--- config.mk ---
export PLATFORM = sky130hd
export DESIGN_NAME = addsub_sat_seq
export DESIGN_NICKNAME = d
export VERILOG_FILES = /design/src/rtl/addsub_sat_seq.sv
export SDC_FILE = /design/constraint.sdc
export NUM_CORES = 1
export LEC_CHECK = 0
export BUFFER_PORTS_ARGS = -buffer_cell sky130_fd_sc_hd__buf_4
export CAP_MARGIN = 0
export CORE_MARGIN = 5
export CORE_UTILIZATION = 55
export CTS_CLUSTER_SIZE = 20
export DETAILED_ROUTE_END_ITERATION = 10
export GPL_ROUTABILITY_DRIVEN = 0
export MAX_ROUTING_LAYER = met4
export PLACE_DENSITY = 0.87
export SKIP_CTS_REPAIR_TIMING = 1
export SYNTH_ARGS = -nofsm -noshare
export SYNTH_HDL_FRONTEND = slang
export SYNTH_SLANG_ARGS = --single-unit
--- constraint.sdc ---
create_clock -name clk -period 3.6 [get_ports clk]
set_input_delay 0.72 -clock clk [delete_from_list [all_inputs] [get_ports clk]]
set_output_delay 0.72 -clock clk [all_outputs]
set_load 0.02 [all_outputs]
--- src/rtl/addsub_sat_seq.sv ---
// addsub_sat_seq: multi-cycle saturating adder/subtractor.
// Processes SLICE bits per clock and ripples the carry between slices through a register.
// Reports Ovfl, Carry, Zero and Neg, and uses a start/busy/done handshake.
module addsub_sat_seq #(
  parameter int WIDTH = 16,
  parameter int SLICE = 4
) (
  input  logic             clk,
  input  logic             rst_n,
  input  logic             start,
  input  logic             sub,
  input  logic             sat_en,
  input  logic [WIDTH-1:0] A,
  input  logic [WIDTH-1:0] B,
  output logic             busy,
  output logic             done,
  output logic [WIDTH-1:0] Sum,
  output logic             Ovfl,
  output logic             Carry,
  output logic             Zero,
  output logic             Neg
);

  // WIDTH must be a whole multiple of SLICE.
  localparam int NSLICE = WIDTH / SLICE;
  localparam int CW     = (NSLICE > 1) ? $clog2(NSLICE) : 1;
  localparam logic [CW-1:0] LAST_SLICE = CW'(NSLICE - 1);

  localparam logic [1:0] S_IDLE = 2'd0;
  localparam logic [1:0] S_RUN  = 2'd1;
  localparam logic [1:0] S_FIN  = 2'd2;

  localparam logic [WIDTH-1:0] MAX_POS = {1'b0, {(WIDTH-1){1'b1}}};
  localparam logic [WIDTH-1:0] MAX_NEG = {1'b1, {(WIDTH-1){1'b0}}};

  logic [1:0]       r_state;
  logic [WIDTH-1:0] r_a;
  logic [WIDTH-1:0] r_bx;     // B, already inverted for subtraction
  logic [WIDTH-1:0] r_res;    // raw result, one slice per RUN edge
  logic             r_carry;  // carry between slices, seeded with sub
  logic             r_sat;
  logic [CW-1:0]    r_cnt;
  logic             r_cmsb;   // carry into the MSB
  logic             r_cout;   // carry out of the MSB

  logic [SLICE-1:0] w_a_sl;
  logic [SLICE-1:0] w_b_sl;
  logic [SLICE:0]   w_sl_sum;
  logic             w_cin_msb;
  logic             w_ovfl;
  logic [WIDTH-1:0] w_final;

  // Select the current slice of each operand and add it, including the carry-in.
  assign w_a_sl    = r_a[r_cnt*SLICE +: SLICE];
  assign w_b_sl    = r_bx[r_cnt*SLICE +: SLICE];
  assign w_sl_sum  = {1'b0, w_a_sl} + {1'b0, w_b_sl} + {{SLICE{1'b0}}, r_carry};
  assign w_cin_msb = w_a_sl[SLICE-1] ^ w_b_sl[SLICE-1] ^ w_sl_sum[SLICE-1];

  // Overflow can only occur when the effective operand signs match, so A's sign picks the rail.
  assign w_ovfl  = r_cmsb ^ r_cout;
  assign w_final = (w_ovfl && r_sat) ? (r_a[WIDTH-1] ? MAX_NEG : MAX_POS) : r_res;

  // Control FSM: accept in IDLE, ripple the slices in RUN, publish the result in FIN.
  always_ff @(posedge clk or negedge rst_n) begin
    if (!rst_n) begin
      r_state <= S_IDLE;
      r_a     <= '0;
      r_bx    <= '0;
      r_res   <= '0;
      r_carry <= 1'b0;
      r_sat   <= 1'b0;
      r_cnt   <= '0;
      r_cmsb  <= 1'b0;
      r_cout  <= 1'b0;
      busy    <= 1'b0;
      done    <= 1'b0;
      Sum     <= '0;
      Ovfl    <= 1'b0;
      Carry   <= 1'b0;
      Zero    <= 1'b0;
      Neg     <= 1'b0;
    end else begin
      done <= 1'b0;
      case (r_state)
        S_IDLE: begin
          if (start) begin
            r_a     <= A;
            r_bx    <= B ^ {WIDTH{sub}};
            r_carry <= sub;
            r_sat   <= sat_en;
            r_cnt   <= '0;
            busy    <= 1'b1;
            r_state <= S_RUN;
          end
        end
        S_RUN: begin
          r_res[r_cnt*SLICE +: SLICE] <= w_sl_sum[SLICE-1:0];
          r_carry <= w_sl_sum[SLICE];
          if (r_cnt == LAST_SLICE) begin
            r_cmsb  <= w_cin_msb;
            r_cout  <= w_sl_sum[SLICE];
            r_cnt   <= '0;
            r_state <= S_FIN;
          end else begin
            r_cnt <= r_cnt + 1'b1;
          end
        end
        S_FIN: begin
          Sum     <= w_final;
          Ovfl    <= w_ovfl;
          Carry   <= r_cout;
          Zero    <= (w_final == '0);
          Neg     <= w_final[WIDTH-1];
          done    <= 1'b1;
          busy    <= 1'b0;
          r_state <= S_IDLE;
        end
        default: begin
          busy    <= 1'b0;
          r_state <= S_IDLE;
        end
      endcase
    end
  end

endmodule

# --- Yosys cells after proc, flatten, opt, wreduce, memory -nomap -nowiden ---
# Index checks and enable logic that the tools add are counted.
# W data, S select, Z words.
word_totals:
  ff_bits: 78
  latchBits: 0
  mem_bits_rw: 0
  mem_bits_ro: 0
  input_bits: 37
  word_cells: 57
  memories: 0
op_classes:
  add_sub_neg: 4
  mul: 0
  n_div: 0
  magnitude_cmp: 0
  n_eq_ne: 5
  shift: 4
  mux: 14
  n_bitwise: 5
  n_reduce_logical: 9
ops:
  columns: ["cell", "count"]
  rows:
  - ["$neg A4 Y34", 1]
  - ["$shift A4 B34 Y16 const A", 1]
  - ["$shiftx A4 B34 Y16", 1]
  - ["$mux W16", 2]
  - ["$shiftx A16 B5 Y4", 2]
  - ["$bwmux W16", 1]
  - ["$logic_not A16 Y1", 1]
  - ["$xor A16 B16 Y16", 1]
  - ["$reduce_and A2 Y1", 5]
  - ["$mux W2", 4]
  - ["$pmux W2 S2", 2]
  - ["$add A4 B4 Y5", 1]
  - ["$add A5 B1 Y5", 1]
  - ["$eq A2 B2 Y1 const B", 2]
  - ["$ne A2 B2 Y1 const B", 2]
  - ["$pmux W1 S2", 2]
  - ["$mux W1", 3]
  - ["$xor A1 B1 Y1", 3]
  - ["$add A2 B1 Y2 const B", 1]
  - ["$eq A2 B1 Y1 const B", 1]
  - ["$logic_not A2 Y1", 1]
  - ["$reduce_bool A2 Y1", 1]
  - ["$logic_and A1 B1 Y1", 1]
  - ["$not A1 Y1", 1]

# --- Logic depth before layout (Yosys ltp) ---
# Gate-level depths: netlist (run 1).
depth:
  ltp_word: 5
  mapped_depth: 7
  mapped_depth_nobuf: 6

# --- Worst setup path before layout (run 1) ---
# Ideal clock, no wire load.
synth_timing:
  path_type: "register to register"
  start: "register r_cnt[0]"
  end: "register r_carry"
  setup_time_ps: 126
  t_arrival_ps: 2638
  required_time_ps: 3474
  slack_ps: 836
  path_stages_with_launch: 8
  period_less_slack_ps: 2764
  path_cell_list: "dfrtp_1 buf_2 mux4_2 fa_1 fa_1 a21oi_1 o21bai_1 a221o_1"
synth_via:
  elab_chain_len: 4
  elab_cells_between_ends: 5
  classes_between: "add/sub: 2; shift: 2; mux: 1"
synth_lines:
  columns: ["item", "line_no", "text"]
  rows:
  - ["start: declaration", "42", "logic [CW-1:0] r_cnt;"]
  - ["start signal: assignment", "105", "r_cnt <= r_cnt + 1'b1;"]
  - ["$shiftx A16 B5 Y4, on equally long branches", "54, 55", null]
  - ["$add A4 B4 Y5 (*)", "56", "assign w_sl_sum = {1'b0, w_a_sl} + {1'b0, w_b_sl} + {{SLICE{1'b0}}, r_carry};"]
  - ["$add A5 B1 Y5 (*)", "56", null]
  - ["$pmux W1 S2 (*)", "84", "case (r_state)"]
  - ["end signal: assignment", "89", "r_carry <= sub;"]
  - ["end signal: assignment", "98", "r_carry <= w_sl_sum[SLICE];"]
  - ["end: declaration", "40", "logic r_carry;"]
# Mark *: on every way between the ends. The rest lies on a longest branch, timed or not.
# A chain may end at the register's enable or synchronous reset.

# --- Worst setup path after layout (run 1) ---
# Same ends and word-level chain as after synthesis.

==> reports/results.tsv, run 1 <==
stage	metric	value	unit
worst_setup_path	Required @ worst endpoint	3.85	ns
global_routing	GRT overflow	0	
sta	setup tns final	0	ns
finish	Final #Nets	388	
floorplanning	core area	6350	um^2
clocking	cts bufs inserted	9	
placement	placed cell area	4050	um^2
yosys	Synth Flop Type	dfrtp_1	
worst_setup_path	Setup CP Type	flop to flop	
placement	Cells after DPL	406	
worst_setup_path	Most Frequent Cell on Critical Path	fa_1	
sta	final worst path period share	80.73	%
floorplanning	Die W	90.72	um
sta	setup violators final	0	
routing	Starting DRT DRC Count	155	
yosys	netlist area before placement	3583	um^2
routing	vias	2422	
floorplanning	Die H	90.72	um
routing	drt drc	0	
sta	relative slew slack	29.56	%
placement	Buffers on Ports	58	
clocking	clk sinks	77	
yosys	top cell type's share of synthesized area	53.77	%
floorplanning	die area	8229	um^2
yosys	sequential area share after synthesis	53.77	%
worst_setup_path	worst path arrival time	3.15	ns
worst_hold_path	Hold Path Class	flop to flop	
run	Max Cap Viol	0	
routing	number of iterations in the first detailed-routing pass	5	
placement	HPWL after DPL	5131	um
routing	via-per-instance ratio	5.739	
clocking	Clock Tree Buf Depth	2	
yosys	Post-synth EDFFs	0	
sta	RSZ-0062 raised after global routing	no	
floorplanning	Initial Utilization	56.43	%
yosys	Distinct cells, synth	38	
floorplanning	I/O pin cnt	59	
global_routing	largest net degree at the start of global routing	78	
clocking	Reg clk slew, reported paths	0.08	ns
power	Power Density	956.4	nW/um^2
sta	final hold violations	0	
routing	WL final	7001	um
worst_setup_path	CP peak stage delay	0.73	ns
clocking	clock latency on the worst-skew pair	0.36	ns
global_routing	global-route wire length before repair	12150	um
finish	diode count	0	
finish	final cell count without fillers	422	
yosys	synth cell count leaders	dfrtp_1 (77), a21oi_1 (22), nor2_1 (22), xnor2_1 (18), a221o_1 (16)	
floorplanning	Rows	29	
run_status	status	finished, final reports clean	
power	Tot Pwr	4064	uW
finish	area grow syn2layout	18.58	%
yosys	yosys warns	0	
power	Lkg Pwr	0.001916	uW
worst_setup_path	CP Launch Type	flop	
sta	Max Slew Vio Count	0	
sta	actual slew at the worst max-slew pin	1.056	ns
worst_setup_path	crit-path cells	mux4_2 -> fa_1 -> fa_1 -> a21oi_1 -> o21bai_1 -> a221o_1	
routing	Avg WL per Cell	16.59	um
sta	Tmin final	2.906	ns
finish	layout cells sized above 1	27.25	%
clocking	H-tree levels	3	
worst_setup_path	nature of the critical path endpoint	flop	
yosys	Yosys reg bits	77	
worst_setup_path	Max FO, Critical Path	15	
yosys	largest area contributor in the netlist	dfrtp_1	
finish	post-route cell area	4249	um^2
yosys	most numerous cell in the Yosys netlist	dfrtp_1	
global_routing	initial antenna violation count	0	
sta	post-route clock skew	0.005061	ns
sta	fmax	344.1	MHz
power	Max VDD drop	0.0006330	V
yosys	syn avg cell area	12.66	um^2
yosys	synth top area cells	dfrtp_1 (54%), mux4_2 (5.0%), a221o_1 (4.5%), mux2_1 (4.4%), xnor2_1 (4.4%)	
routing	Post-DRT Antenna Nets	0	
worst_setup_path	CP max stage cell	dfrtp_1	
yosys	Gate Count Post-Synth	283	
global_routing	GRT Total Usage	18.84	%
yosys	FFs w/ async S/R, synth	100.0	%
global_routing	vias in the first global route	2466	
clocking	CTS tree	built	
yosys	post-synthesis net count	331	
clocking	clk root buf	clkbuf_8	
-- state kept, by name, indices dropped and copies added (netlist names) --
name and flops:
r_cout 1, Sum 16, r_cnt 2, r_a 16, r_sat 1, r_state 2
r_res 16, busy 1, r_bx 16, Carry 1, Ovfl 1, done 1
Zero 1, r_carry 1, r_cmsb 1
-- worst paths after layout --
check | from | end | slack (ns) | cells after the start
min in group asynchronous | rst_n | Sum[5] | 0.50 | 1
max in group asynchronous | rst_n | r_cnt[1] | 2.52 | 1
worst max-delay path | r_cnt[0] | r_carry | 0.69 | 6
worst min register to register | busy | busy | 0.49 | 1
worst max register to register | r_cnt[0] | r_carry | 0.69 | 6
worst min-delay path | busy | busy | 0.49 | 1
-- per-stage QoR --
stage	setup WS (ns)	utilization, %	hold WS, ns
2_1_floorplan	0.8356	-	0.4244
3_3_place_gp	0.8020	63.78	0.4669
3_5_place_dp	0.7101	63.78	0.4738
4_1_cts	0.6786	66.92	0.4925
5_1_grt	0.5234	66.92	0.5117
6_report	0.6936	66.92	0.4877
-- kinds of logic after synthesis --
group	share of synthesized area, %
compound gates	13.62
xor+xnor	4.644
fa+ha+maj	4.260
buf+inv	3.387
flops	53.77
mux	10.37
simple gates	9.952
-- placed cells by master, fill, tap and decap left out, types with 2 or more instances in the layout --
| cell | instances |
|---|---|
| a21oi_1 | 22 |
| a221o_1 | 16 |
| a22o_1 | 11 |
| a31oi_1 | 2 |
| buf_4 | 62 |
| clkbuf_8 | 9 |
| clkinvlp_4 | 3 |
| dfrtp_1 | 77 |
| fa_1 | 2 |
| ha_1 | 9 |
| inv_1 | 7 |
| mux2_1 | 14 |
| mux2_2 | 3 |
| mux4_2 | 8 |
| nand2_1 | 13 |
| nand2b_1 | 2 |
| nand3_1 | 2 |
| nand3b_1 | 6 |
| nor2_1 | 22 |
| nor4_1 | 4 |
| o21ai_0 | 4 |
| o31ai_1 | 7 |
| or2_1 | 3 |
| or3b_1 | 3 |
| xnor2_1 | 18 |
-- layer usage --
metal | track usage (%) | up-vias | wire (um)
li1 | - | 1150 | -
met3 | 5.250 | 12 | 384
met2 | 28.81 | 57 | 3417
met4 | 6.824 | 0 | 93
met1 | 24.11 | 1203 | 3105
met5 | - | - | 0
-- report_power, final --
group	switching, uW	internal (uW)
clock network	331	322
registers	323	1230
logic	981	876
-- area by class of cell --
type | instances | area [um^2]
clock buffer | 9 | 123.9
clock inverter | 7 | 75.07
fill | 470 | 2101
inverter | 7 | 26.28
multi-input combinational | 183 | 1535
sequential | 77 | 1927
tap | 77 | 96.34
timing repair buffer | 62 | 465.4
-- worst max-delay path: cells and delay by family, from the launching register on --
kind                     cells  cell delay (ns)
AO/OA/AOI/OAI                3             0.61
adder cells (fa/ha/maj)      2             0.86
flip-flops                   1             0.73
multiplexers                 1             0.59
(Power assumes the default switching activity.)
==> run 2, diff against run 1 <==
Clock period 3.6 ns to 2.8 ns, I/O delays scaled along.
==> reports/results.tsv, run 2 (synthesis results as in run 1) <==
stage	metric	value	unit	change
run_status	status	finished, final reports clean		
sta	Max Slew Vio Count	0		unchanged
sta	fmax	392.8	MHz	+14%
clocking	H-tree levels	3		unchanged
worst_setup_path	Required @ worst endpoint	3.04	ns	-0.81 ns
floorplanning	die area	8229	um^2	unchanged
finish	Final #Nets	389		+0.26%
worst_setup_path	CP max stage cell	mux4_2		
global_routing	GRT overflow	0		unchanged
sta	setup tns final	0	ns	unchanged
routing	Starting DRT DRC Count	134		-14%
placement	placed cell area	4058	um^2	+0.19%
floorplanning	core area	6350	um^2	unchanged
routing	vias	2391		-1.3%
sta	final worst path period share	90.92	%	+10 points
global_routing	vias in the first global route	2514		+1.9%
finish	layout cells sized above 1	27.46	%	+0.21 points
floorplanning	I/O pin cnt	59		unchanged
sta	RSZ-0062 raised after global routing	no		
power	Max VDD drop	0.0007236	V	+14%
placement	Buffers on Ports	58		unchanged
routing	WL final	6905	um	-1.4%
floorplanning	Die W	90.72	um	unchanged
finish	most frequent cells in the layout	dfrtp_1 (77), buf_4 (63), nor2_1 (22), a21oi_1 (22), xnor2_1 (18)		
worst_setup_path	delay-heaviest family, CP	adder cells		
placement	Cells after DPL	407		+0.25%
routing	drt drc	0		unchanged
placement	worst slack, placed	0.2443	ns	-0.4657 ns
power	Lkg Pwr	0.001940	uW	+1.3%
finish	area grow syn2layout	19.48	%	
clocking	clk root buf	clkbuf_8		
sta	final hold violations	0		unchanged
floorplanning	Rows	29		unchanged
power	Power Density	1253	nW/um^2	+31%
clocking	clk sinks	77		unchanged
clocking	cts bufs inserted	9		unchanged
clocking	Clock Tree Buf Depth	2		unchanged
worst_setup_path	Most Frequent Cell on Critical Path	fa_1		
sta	relative slew slack	38.66	%	+9.1 points
floorplanning	Initial Utilization	56.43	%	unchanged
sta	setup violators final	0		unchanged
routing	via-per-instance ratio	5.652		-1.5%
worst_setup_path	Max FO, Critical Path	4		-11
global_routing	largest net degree at the start of global routing	78		unchanged
global_routing	global-route wire length before repair	12230	um	+0.63%
run	Max Cap Viol	0		unchanged
global_routing	GRT Total Usage	18.87	%	+0.031 points
worst_setup_path	CP peak stage delay	0.55	ns	-0.18 ns
placement	HPWL after DPL	4996	um	-2.6%
sta	actual slew at the worst max-slew pin	0.9201	ns	-0.1354 ns
global_routing	initial antenna violation count	0		unchanged
worst_hold_path	Hold Path Class	primary input to async pin		
routing	Avg WL per Cell	16.32	um	-1.6%
finish	most common cell after layout, fill and taps aside	dfrtp_1		
clocking	Reg clk slew, reported paths	0.08	ns	about the same
finish	post-route cell area	4282	um^2	+0.77%
floorplanning	Die H	90.72	um	unchanged
worst_setup_path	WP buf/inv	0		unchanged
worst_setup_path	worst path arrival time	2.79	ns	-0.36 ns
worst_setup_path	Setup CP Type	flop to flop		
finish	diode count	0		unchanged
routing	Post-DRT Antenna Nets	0		unchanged
clocking	clock latency on the worst-skew pair	0.35	ns	about the same
routing	number of iterations in the first detailed-routing pass	4		-1
sta	Tmin final	2.546	ns	-0.3607 ns
worst_setup_path	nature of the critical path endpoint	flop		
finish	final cell count without fillers	423		+0.24%
clocking	CTS tree	built		
worst_setup_path	crit-path cells	mux4_2 -> fa_1 -> fa_1 -> a21oi_1 -> o21bai_1 -> a221o_1		
sta	PnR worst setup slack	0.2543	ns	-0.4393 ns
sta	post-route clock skew	0.009310	ns	+0.004249 ns
finish	Final Util	67.43	%	+0.51 points
worst_setup_path	CP Launch Type	flop		
run 2: cell count changes in the layout (fill, tap and decap cells not counted), sizes merged:
cell,delta
clkbuf,+1
inv,-1
clkinv,+1
bufinv,+1
clkinvlp,-2
buf,+1
run 2: worst register-to-register path, cell delays in order (launching register included):
cell,delay [ns]
dfrtp_1,0.44
mux4_2,0.55
fa_1,0.46
fa_1,0.41
a21oi_1,0.17
o21bai_1,0.10
a221o_1,0.32
run 2: final cells by class:
type,count,area (um^2)
clock inverters,6,86.33
multi-input cells,183,1535
flip-flops and latches,77,1927
repair buffers,63,473.0
fillers,482,2068
inverters,7,26.28
clock buffers,10,137.6
well taps,77,96.34
run 2: worst paths after layout:
check / start / to / slack (ns) / depth (start not counted)
max reg2reg: r_cnt[0] / r_carry / 0.25 / 6
max in group asynchronous: rst_n / r_bx[1] / 1.86 / 1
min reg2reg: Carry / Carry / 0.48 / 2
min in group clk: sat_en / r_sat / 0.41 / 3
min: rst_n / Sum[7] / 0.34 / 1
max: r_cnt[0] / r_carry / 0.25 / 6
run 2: per-layer routing:
| layer | vias up | global-route usage, % | wire (um) |
|---|---|---|---|
| li1 | 1159 | - | - |
| met4 | 0 | 6.079 | 91 |
| met2 | 56 | 29.36 | 3467 |
| met5 | - | - | 0 |
| met1 | 1169 | 24.02 | 3012 |
| met3 | 7 | 5.250 | 333 |
run 2: through the flow:
| step | hold WS, ns | power [uW] |
|---|---|---|
| detailed placement | 0.4638 | 4473 |
| global placement | 0.4637 | 4347 |
| global route | 0.4088 | 5776 |
| finish | 0.3402 | 5365 |
| CTS | 0.3764 | 5406 |
| floorplan | 0.2644 | 3662 |
run 2: power breakdown:
group	internal, uW	switching, uW	leakage (uW)
Sequential	1580	365	0.000958
Combinational	1140	1350	0.000870
Clock	524	404	0.000112
